**config.mk**
```make
export PLATFORM = sky130hd
export DESIGN_NAME = fetch_unit
export DESIGN_NICKNAME = d
export VERILOG_FILES = /design/src/rtl/fetch_unit.sv
export SDC_FILE = /design/constraint.sdc
export NUM_CORES = 1
export LEC_CHECK = 0
export CAP_MARGIN = 20
export CORE_MARGIN = 5
export CORE_UTILIZATION = 25
export CTS_CLUSTER_DIAMETER = 150
export DETAILED_ROUTE_END_ITERATION = 10
export PLACE_DENSITY_LB_ADDON = 0.15
export SETUP_SLACK_MARGIN = 0.5
export SYNTH_ARGS = -nofsm -noshare
export SYNTH_HDL_FRONTEND = slang
export SYNTH_SLANG_ARGS = --single-unit
```
**constraint.sdc**
```tcl
create_clock -name clk_i -period 3.9 [get_ports clk_i]
set_input_delay 0.585 -clock clk_i [delete_from_list [all_inputs] [get_ports clk_i]]
set_output_delay 0.585 -clock clk_i [all_outputs]
set_load 0.005 [all_outputs]
```
**src/rtl/fetch_unit.sv**
```systemverilog
// fetch_unit: RV32I instruction fetch stage.
//
// Issues sequential word-aligned fetches over a req/gnt/rvalid memory interface, buffers the
// returned words with their PCs in an in-order queue, and presents the queue head to decode
// through a valid/ready handshake. A redirect restarts fetch at a new target, flushes the queue
// and drops every response that is still in flight.
//
// Ports:
//   clk_i, rst_ni          clock (rising edge), asynchronous active-low reset
//   imem_req_o/addr_o      fetch request and word-aligned address
//   imem_gnt_i             request accepted this cycle
//   imem_rvalid_i/rdata_i  in-order response
//   redirect_i/pc_i        taken branch/jump and its target
//   instr_valid_o          queue head valid
//   instr_o, pc_o          queue head instruction and its PC
//   pc_plus4_o             pc_o + 4
//   instr_ready_i          decode accepts the head
module fetch_unit #(
  parameter int unsigned           DATA_WIDTH = 32,
  parameter logic [DATA_WIDTH-1:0] RESET_PC   = '0,
  parameter int unsigned           DEPTH      = 4
) (
  input  logic                  clk_i,
  input  logic                  rst_ni,
  output logic                  imem_req_o,
  output logic [DATA_WIDTH-1:0] imem_addr_o,
  input  logic                  imem_gnt_i,
  input  logic                  imem_rvalid_i,
  input  logic [DATA_WIDTH-1:0] imem_rdata_i,
  input  logic                  redirect_i,
  input  logic [DATA_WIDTH-1:0] redirect_pc_i,
  output logic                  instr_valid_o,
  output logic [DATA_WIDTH-1:0] instr_o,
  output logic [DATA_WIDTH-1:0] pc_o,
  output logic [DATA_WIDTH-1:0] pc_plus4_o,
  input  logic                  instr_ready_i
);

  localparam int unsigned    CntW     = $clog2(DEPTH) + 1;
  localparam int unsigned    PtrW     = $clog2(DEPTH);
  localparam logic [CntW:0]  DepthLim = DEPTH[CntW:0];

  logic [DATA_WIDTH-1:0] fetch_pc_q, fetch_pc_d;
  logic [DATA_WIDTH-1:0] resp_pc_q, resp_pc_d;
  logic [CntW-1:0]       outst_q, outst_d;
  logic [CntW-1:0]       discard_q, discard_d;
  logic [CntW-1:0]       count_q, count_d;
  logic [PtrW-1:0]       rd_ptr_q, rd_ptr_d;
  logic [PtrW-1:0]       wr_ptr_q, wr_ptr_d;
  logic [DATA_WIDTH-1:0] instr_mem_q [DEPTH];
  logic [DATA_WIDTH-1:0] pc_mem_q    [DEPTH];

  logic                  req;
  logic                  gnt_acc;
  logic                  push;
  logic                  pop;
  logic [CntW:0]         credit_used;
  logic [DATA_WIDTH-1:0] target_pc;

  // Outstanding requests (including ones destined to be discarded) plus buffered entries may
  // never exceed DEPTH, so every response that is kept always has a free queue slot.
  assign credit_used = {1'b0, outst_q} + {1'b0, count_q};
  // rst_ni gates the request so nothing is issued while reset is held.
  assign req         = rst_ni && !redirect_i && (credit_used < DepthLim);
  assign gnt_acc     = req && imem_gnt_i;
  assign push        = imem_rvalid_i && !redirect_i && (discard_q == '0);
  assign pop         = instr_valid_o && instr_ready_i;
  assign target_pc   = {redirect_pc_i[DATA_WIDTH-1:2], 2'b00};

  assign imem_req_o    = req;
  assign imem_addr_o   = fetch_pc_q;
  assign instr_valid_o = (count_q != '0) && !redirect_i;
  assign instr_o       = instr_mem_q[rd_ptr_q];
  assign pc_o          = pc_mem_q[rd_ptr_q];
  assign pc_plus4_o    = pc_o + DATA_WIDTH'(4);

  always_comb begin
    fetch_pc_d = fetch_pc_q;
    resp_pc_d  = resp_pc_q;
    outst_d    = outst_q;
    discard_d  = discard_q;
    count_d    = count_q;
    rd_ptr_d   = rd_ptr_q;
    wr_ptr_d   = wr_ptr_q;
    if (redirect_i) begin
      fetch_pc_d = target_pc;
      resp_pc_d  = target_pc;
      // Every request still in flight becomes a discard; a response arriving right now is
      // dropped directly and so is not counted.
      outst_d    = outst_q - CntW'(imem_rvalid_i);
      discard_d  = outst_q - CntW'(imem_rvalid_i);
      count_d    = '0;
      rd_ptr_d   = '0;
      wr_ptr_d   = '0;
    end else begin
      if (gnt_acc) begin
        fetch_pc_d = fetch_pc_q + DATA_WIDTH'(4);
      end
      outst_d = outst_q + CntW'(gnt_acc) - CntW'(imem_rvalid_i);
      if (imem_rvalid_i && (discard_q != '0)) begin
        discard_d = discard_q - CntW'(1);
      end
      if (push) begin
        resp_pc_d = resp_pc_q + DATA_WIDTH'(4);
        wr_ptr_d  = wr_ptr_q + PtrW'(1);
      end
      if (pop) begin
        rd_ptr_d = rd_ptr_q + PtrW'(1);
      end
      count_d = count_q + CntW'(push) - CntW'(pop);
    end
  end

  always_ff @(posedge clk_i or negedge rst_ni) begin
    if (!rst_ni) begin
      fetch_pc_q <= RESET_PC;
      resp_pc_q  <= RESET_PC;
      outst_q    <= '0;
      discard_q  <= '0;
      count_q    <= '0;
      rd_ptr_q   <= '0;
      wr_ptr_q   <= '0;
    end else begin
      fetch_pc_q <= fetch_pc_d;
      resp_pc_q  <= resp_pc_d;
      outst_q    <= outst_d;
      discard_q  <= discard_d;
      count_q    <= count_d;
      rd_ptr_q   <= rd_ptr_d;
      wr_ptr_q   <= wr_ptr_d;
    end
  end

  always_ff @(posedge clk_i or negedge rst_ni) begin
    if (!rst_ni) begin
      for (int unsigned i = 0; i < DEPTH; i++) begin
        instr_mem_q[i] <= '0;
        pc_mem_q[i]    <= '0;
      end
    end else if (push) begin
      instr_mem_q[wr_ptr_q] <= imem_rdata_i;
      pc_mem_q[wr_ptr_q]    <= resp_pc_q;
    end
  end

endmodule

```
==> summary by stage, run 1 <==
Run status
The run finished with clean final reports.

GRT
The layer flagged by global routing as most heavily used is met2. The global-route usage over all layers is 13.82%. The number of antenna violations at the first check in global routing is 1. The largest net degree at the start of global routing is 75.

The first global-routing pass estimated 72.07 mm of wire. After global routing the overflow that remains totals 0. The number of global-route vias before repair is 11.32k. The met3 demand-to-capacity share in global routing is 3.113%. The fraction of met2 tracks used by global routing is 22.60%.

Global routing consumed, on the met1 layer, 19.02% of the routing resources.

Place
At the end of routability-driven placement, the weighted congestion stood at 0.7425. Input and output buffers added on the ports amount to 191. Once detailed placement completed, the half-perimeter wirelength came to 31.21 mm.

STA
The total of endpoints with negative setup slack in the final report is 0. For the pin with the worst max-slew slack, the measured transition is 854.9 ps. The number of hold violations in the final report is 0. The final max-slew violation count is 0.

The part of the cycle the worst path needs is 91.23%. The worst slew slack as a fraction of its limit is 43.01%. For the final database, setup skew stands at 18.08 ps. The highest attainable clock frequency is 0.2810 GHz. The post-route minimum period is 3558 ps. Setup repair after global routing could not meet its margin everywhere.

Yosys
The fraction of registers with async set or reset after synthesis is 100.0%. The top flip-flop cell by instance count after synthesis is dfrtp_1. The number of warning messages in the yosys log is 0.

The synthesized netlist occupies a cell area of 15540 um^2. After synthesis, flip-flops and latches occupy 51.68% of the total area. After synthesis, the netlist uses 56 different library cells.

In this run, synthesis inferred 0 flip-flops with an integrated enable. Synthesis produced 1181 cells. The mean instance size in the synthesized netlist is 13.16 um^2. In this run, synthesis produced a sequential element count of 321.

Power
The static power due to leakage is 9.196 nW. The internal portion of the total power is 9.001 mW. IR analysis of the VDD net gives a maximum drop of 0.3215 mV.

The clock power share is 26.7%. In this run the power spent charging and discharging nets is 4.011 mW. In this run the power density over the cells is 631.2 nW/um^2.

In this run, flip-flops and latches consume 34.8% of the power. Combinational logic is responsible for 38.5% of the overall power. The switching share of power is 30.83%. After layout, the design draws a total of 13.01 mW.

Clocking
The clock input transition at the sequential cells of the worst setup and hold paths is 60 ps. The clock reaches the later pin of the worst-skew pair after 540 ps. The root buffer cell chosen for the clock tree is clkbuf_16.

Counting the buffers created by CTS gives 40. The maximum buffer depth of the clock tree is 3. The H-tree was split into 2 levels. TritonCTS built the clock tree. Clock tree synthesis found a total of 321 sinks.

Critical path
The critical path launch point type is a register. On the critical path, the stage with the largest delay is an instance of dfrtp_4. Traced cell by cell, the critical path runs through buf_12, mux4_2, buf_4, ha_4, nand3_2, or2_4, or3_4, xnor2_2, buf_2. In this design, the largest share of critical-path delay is due to simple AND/OR/NAND/NOR gates.

The type of destination of the critical path is a primary output. The largest single stage delay on the critical path is 540 ps. In this run the worst path has a maximum fanout of 7. The endpoint required time on the critical path is 3310 ps.

The total buffers and inverters traversed by the critical path is 3. At the worst endpoint, the arrival time is 2970 ps. The type of the setup path with the least slack is reg2out.

Floorplanning
The core region is 61600 um^2. The initial core utilization is 25.23%. The floorplan has 91 rows. The number of I/O pins is 200. The area of the die is 67260 um^2. In this run the vertical extent of the chip is 259.3 um. From left edge to right edge, the die measures 259.3 um.

Layout
The number of inserted diodes is 0. The number of fillers in the final layout is 6144. In the final layout, flip-flops and latches occupy 8040 um^2. At the end of the flow, the number of nets in the layout was 1530. The post-layout utilization of the core is 33.46%.

Relative to the synthesized area, the layout overhead comes to 32.63%. Of the cells placed in the final design, the portion with a size suffix greater than 1 is 36.72%. The multi-input logic area is 7331 um^2.

Route
After detailed routing, the number of remaining DRC violations is 0. The mean number of vias per cell is 4.614. Summing over every cut layer, the via total after detailed routing is 10.64k. For this run, the detailed router's first-pass iteration total came to 4. In this run the remaining antenna-violating nets after routing total 0. After detailed routing, the total wire length is 46.87 mm. In the final routed layout, each cell accounts on average for 20.34 um. The iteration-0 DRC count of the detailed router is 465.

Worst hold path
In this run the worst hold path is classified as in2async.

Job
Max-cap violations in this run came to 0.
[power groups by stage]
stage | clock network, mW | registers (mW) | logic, mW
2_1_floorplan | 0 | 4.38 | 2.38
3_3_place_gp | 0 | 4.60 | 4.65
3_5_place_dp | 0 | 4.62 | 4.68
4_1_cts | 3.62 | 4.54 | 4.98
5_1_grt | 3.76 | 4.62 | 5.44
6_report | 3.47 | 4.53 | 5.01
[synthesized netlist by cell type (9+ instances only)]
cell type	count	share of area [%]
o21ai_0	56	1.8
nand4_1	24	0.97
buf_2	20	0.64
o211ai_1	10	0.48
dfrtp_1	321	52
a21oi_1	9	0.29
nor4_1	14	0.56
ha_1	17	1.4
nand2_1	73	1.8
and2_1	9	0.36
xnor2_1	47	2.6
nor2_1	28	0.68
mux2_2	247	18
xor2_1	25	1.4
inv_1	28	0.68
nand3_1	31	1.0
and4_1	9	0.51
and3_1	16	0.64
mux4_1	11	1.9
nor3_1	18	0.58
mux4_2	51	7.4
clkbuf_1	46	1.1
[logic make-up after synthesis]
logic type | share of synthesized area, %
flip-flops | 51.68
multiplexers | 27.21
AO/OA/AOI/OAI | 3.856
adder cells (fa/ha/maj) | 1.626
buffers and inverters | 3.276
other | 0.02413
XOR/XNOR | 4.057
AND/OR/NAND/NOR | 8.268
[layout make-up]
class	instances	share of cell area [%]
Sequential cell	321	39.00
Timing Repair Buffer	295	13.97
Tap cell	837	5.080
Clock buffer	61	5.633
Multi-Input combinational cell	754	35.56
Clock inverter	8	0.2246
Inverter	29	0.5281
[sequential cells by signal, summed over array words and instances, names as in the netlist]
name	count
imem_addr_o	30
rd_ptr_q	2
wr_ptr_q	2
pc_mem_q	120
instr_mem_q	128
discard_q	3
outst_q	3
resp_pc_q	30
count_q	3
[routing by layer]
| metal | part of all wire (%) | wire length (um) |
|---|---|---|
| met2 | 48 | 22680 |
| met4 | 1.4 | 634 |
| met3 | 4.9 | 2308 |
| met1 | 45 | 21250 |
| met5 | 0 | 0 |
[path summary, 6_finish.rpt]
check,from,to,slack [ps],cells past startpoint
max in group asynchronous,rst_ni,instr_mem_q[68],1530,4
worst min-delay path,rst_ni,pc_mem_q[36],470,2
worst max-delay path,rd_ptr_q[0],pc_plus4_o[28],340,9
min in group clk_i,pc_mem_q[30],pc_mem_q[30],480,2
worst min register to register,pc_mem_q[30],pc_mem_q[30],480,2
worst max register to register,outst_q[2],outst_q[2],1000,11
[per-stage QoR]
| stage | instances | hold slack, ps | TNS, ps | worst slack [ps] | area (um^2) |
|---|---|---|---|---|---|
| after CTS | 2288 | 438.1 | 0 | 253.5 | 20380 |
| after floorplan | 1186 | 289.4 | 0 | 1031 | 15560 |
| after global placement | 2174 | 431.1 | -110.6 | -110.6 | 18580 |
| after global routing | 2305 | 452.8 | 0 | 218.5 | 20610 |
| after detailed placement | 2175 | 436.8 | -55.81 | -55.81 | 18590 |
| final | 2305 | 468.0 | 0 | 341.9 | 20610 |
[worst reg2reg max path: stages (launching register included)]
cell     delay [ps]
dfrtp_1         410
ha_1            300
nor4b_1         410
and4_1          290
inv_1            70
ha_1            270
inv_1            40
ha_1            180
fa_1            370
xor2_1          150
o21ai_0         190
xor2_1          160
[layout by cell type, fill, tap and decap left out, types with 25 or more instances in the layout]
cell | netlist | final
o21ai_0 | 56 | 56
buf_6 | 1 | 26
nand3_1 | 31 | 25
clkdlybuf4s50_1 | 0 | 161
nand2_1 | 73 | 68
xnor2_1 | 47 | 40
mux4_2 | 51 | 61
inv_1 | 28 | 28
clkbuf_16 | 0 | 41
mux2_2 | 247 | 247
buf_4 | 7 | 62
dfrtp_1 | 321 | 319
[timing repair]
| action | 4_1_cts | 5_1_grt |
|---|---|---|
| hold buffers | 1 | 0 |
| endpoints found under the setup margin | 61 | 24 |
| endpoints found under the hold margin | 16 | 0 |
| resized for setup | 175 | 26 |
| setup buffers | 41 | 16 |
| pin swaps | 39 | 25 |
| cloned | 2 | 0 |
(Power assumes the default switching activity.)
==> inputs of run 2 (changes only) <==
--- a/config.mk
+++ b/config.mk
@@ -12,6 +12,7 @@
 export DETAILED_ROUTE_END_ITERATION = 10
 export PLACE_DENSITY_LB_ADDON = 0.15
 export SETUP_SLACK_MARGIN = 0.5
+export SKIP_LAST_GASP = 1
 export SYNTH_ARGS = -nofsm -noshare
 export SYNTH_HDL_FRONTEND = slang
 export SYNTH_SLANG_ARGS = --single-unit
==> results of run 2 <==
The final DEF is identical to that of run 1; final timing and power are the same.
==> inputs of run 3 (changes only) <==
--- a/config.mk
+++ b/config.mk
@@ -10,7 +10,7 @@
 export CORE_UTILIZATION = 25
 export CTS_CLUSTER_DIAMETER = 150
 export DETAILED_ROUTE_END_ITERATION = 10
-export PLACE_DENSITY_LB_ADDON = 0.15
+export GPL_TIMING_DRIVEN = 0
 export SETUP_SLACK_MARGIN = 0.5
 export SKIP_LAST_GASP = 1
 export SYNTH_ARGS = -nofsm -noshare
==> summary by stage, run 3 (synthesis results as in run 1) <==
STA
The number of hold violations in the final report came to 10 (was 0). The final max-slew violation count was 0 (unchanged). The total of endpoints with negative setup slack in the final report is 0 (unchanged). The highest attainable clock frequency is 0.2717 GHz (was 0.2810 GHz).

Setup repair after global routing missed its margin: true (unchanged). The transition time at the pin with the least slew margin is 818.4 ps (was 854.9 ps). The worst slew slack as a fraction of its limit came to 45.44% (was 43.01%).

The final setup TNS is 0 ps (unchanged). The final worst clock skew came to 23.10 ps (was 18.08 ps). The final worst hold slack is -30.58 ps (was 468.0 ps).

The part of the cycle the worst path needs is 94.38% (was 91.23%). The post-route minimum period is 3681 ps (was 3558 ps).

Layout
The multi-input logic area is 7249 um^2 (was 7331 um^2). Registers with the most flip-flops: instr_mem_q x128, pc_mem_q x120 (unchanged). The layout overhead on the synthesized area came to 33.75% (was 32.63%). The number of fillers in the final layout came to 6032 (was 6144). The most common cell after layout, fill and taps aside is dfrtp_1 (unchanged).

The finished layout cell area is 20790 um^2 (was 20610 um^2). The fraction of final layout cells with drive strength greater than 1 came to 35.61% (was 36.72%). Most frequent cells in the layout: 320 x dfrtp_1, 247 x mux2_2, 144 x clkdlybuf4s50_1 (was 319 x dfrtp_1, 247 x mux2_2, 161 x clkdlybuf4s50_1). The register name with the most flops is instr_mem_q (unchanged). The sequential cell area is 8034 um^2 (was 8040 um^2). The number of nets in the layout was 1576 (was 1530). The flip-flop count of the largest register, all copies and words added is 128 (unchanged).

Critical path
The critical path launch point type is a register (unchanged). The type of destination of the critical path was a primary output (unchanged). The cell class contributing the biggest share of worst-path delay is simple AND/OR/NAND/NOR gates (unchanged). The master of the slowest instance on the critical path is mux4_2 (was dfrtp_4).

The type of the setup path with the least slack is reg2out (unchanged). The endpoint required time on the critical path is 3310 ps (about the same). Counting stages on the worst path, the most repeated cell is buf_12.

The maximum fanout along the worst path is 6 (was 7). Worst-path cell chain: buf_12, buf_12, mux4_2, ha_4, nand3_4, or2_4, buf_8, or3_4, xnor2_2, buf_2 (was buf_12, mux4_2, buf_4, ha_4, nand3_2, or2_4, or3_4, xnor2_2, buf_2). The total buffers and inverters traversed by the critical path is 4 (was 3). The data arrival time of the critical path is 3100 ps (was 2970 ps). The longest individual stage delay on the worst path is 460 ps (was 540 ps).

Power
The power density over the cells came to 631.9 nW/um^2 (was 631.2 nW/um^2). The switching share of power was 30.54% (was 30.83%). The static power due to leakage is 9.425 nW (was 9.196 nW). The sequential group share of total power is 34.1% (was 34.8%). The switching power summed over all nets is 4.012 mW (was 4.011 mW).

The combinational cell fraction of total power is 39.8% (was 38.5%). The cell-internal power is 9.125 mW (was 9.001 mW). The clock power share was 26.1% (was 26.7%).

The overall power after layout is 13.14 mW (was 13.01 mW). The largest voltage drop on the vdd net is 0.3229 mV (was 0.3215 mV).

Place
The number of buffers inserted by port buffering is 191 (unchanged). The final weighted congestion of routability-driven global placement was 0.8563 (was 0.7425). The placed cell area is 18580 um^2 (was 18590 um^2). The half-perimeter wire length after placement came to 31.95 mm (was 31.21 mm).

Clocking
The clock root buffer is clkbuf_16 (unchanged). The clock sink count is 321 (unchanged). The insertion delay of the later-clocked pin in the worst-skew pair is 520 ps (was 540 ps). The clock tree from TritonCTS is yes (unchanged). The number of levels the H-tree was split into is 2 (unchanged). The maximum buffer depth of the clock tree is 3 (unchanged). The count of hold buffers inserted by post-cts repair was 0 (was 1).

The clock input transition at the sequential cells of the worst setup and hold paths is 60 ps (about the same). The number of CTS-inserted buffers was 35 (was 40).

Floorplanning
The standard cell core area is 61600 um^2 (unchanged). The number of I/O pins is 200 (unchanged). The initial core utilization was 25.23% (unchanged).

The number of core rows is 91 (unchanged). The overall die height is 259.3 um (unchanged). The area of the die was 67260 um^2 (unchanged). The die width is 259.3 um (unchanged).

Route
The wire length per cell is 19.46 um (was 20.34 um). The post-detailed-route count of antenna-violating nets is 0 (unchanged). The final routed wirelength across all metal layers came to 45.71 mm (was 46.87 mm).

The first-pass iteration count of the detailed router came to 5 (was 4). The number of remaining DRC errors came to 0 (unchanged). The iteration-0 DRC count of the detailed router came to 530 (was 465). The via count is 10.85k (was 10.64k).

The mean number of vias per cell is 4.618 (was 4.614).

GRT
The largest net degree at the start of global routing came to 120 (was 75). The global-route wire length before repair was 69.66 mm (was 72.07 mm). The global-route usage over all layers was 13.17% (was 13.82%). The number of global-route vias before repair was 11.42k (was 11.32k). The total congestion overflow after global routing is 0 (unchanged). The number of antenna violations at the first check in global routing is 1 (unchanged).

Worst hold path
The worst min-delay path category is in2async (unchanged).

Run status
The checks that failed: negative hold slack. Status: finished with violations (was completed).

Job
The number of max-capacitance violations reported came to 0 (unchanged).
run 3: cell types whose count changed in the layout (fill, tap and decap cells not counted), moves of 5 or more:
| cell | before | now |
|---|---|---|
| buf_6 | 26 | 15 |
| buf_2 | 24 | 35 |
| clkdlybuf4s50_1 | 161 | 144 |
| dlymetal6s2s_1 | 0 | 21 |
| clkbuf_2 | 0 | 5 |
| clkbuf_1 | 14 | 44 |
run 3: power groups by stage:
stage	sequential, mW	combinational (mW)	clock, mW
2_1_floorplan	4.38	2.38	0
3_3_place_gp	4.48	4.65	0
3_5_place_dp	4.52	4.72	0
4_1_cts	4.48	5.15	3.54
5_1_grt	4.56	5.65	3.66
6_report	4.48	5.23	3.43
run 3: worst paths after layout:
kind                                from         endpoint  slack (ps)  cells past startpoint
setup / recovery             rd_ptr_q[0]   pc_plus4_o[28]         220                     10
min in group clk_i         pc_mem_q[125]    pc_mem_q[125]         470                      2
setup reg to reg              outst_q[2]       outst_q[2]         730                     12
hold / removal                    rst_ni  instr_mem_q[56]         -30                      1
hold reg to reg            pc_mem_q[125]    pc_mem_q[125]         470                      2
max in group asynchronous         rst_ni     pc_mem_q[88]        2880                      2
run 3: repair_timing:
action,in CTS,in global routing
pin swaps,30,28
setup endpoints to repair,61,55
gates cloned,2,1
hold endpoints to repair,0,0
buffers inserted,38,30
gates resized for setup,178,58
run 3: per-layer routing:
layer / share of wire [%] / global-route usage (%) / up-vias
met5: 0 / 0 / -
met4: 2.3 / 3.728 / 0
met3: 4.2 / 2.159 / 56
met2: 49 / 21.88 / 228
met1: 44 / 17.88 / 5650
li1: - / - / 4914
run 3: final cells by class:
| cell class | count | area share, % |
|---|---|---|
| multi-input cells | 753 | 34.87 |
| clock inverters | 12 | 0.7824 |
| well taps | 837 | 5.038 |
| plain buffers | 83 | 2.546 |
| repair buffers | 264 | 12.58 |
| inverters | 29 | 0.5236 |
| clock buffers | 49 | 5.002 |
| flip-flops and latches | 321 | 38.65 |
| diodes | 1 | 0.01204 |
run 3: metrics by stage:
| step | std cells | hold WS (ps) | util (%) | setup WS (ps) |
|---|---|---|---|---|
| after global placement | 2214 | 455.2 | 30.07 | -11360 |
| final | 2349 | -30.58 | 33.75 | 219.3 |
| after CTS | 2317 | 125.3 | 33.08 | 118.8 |
| after detailed placement | 2216 | 468.1 | 30.16 | -316.2 |
| after floorplan | 1186 | 289.4 | - | 1031 |
| after global routing | 2349 | 51.56 | 33.75 | 112.7 |
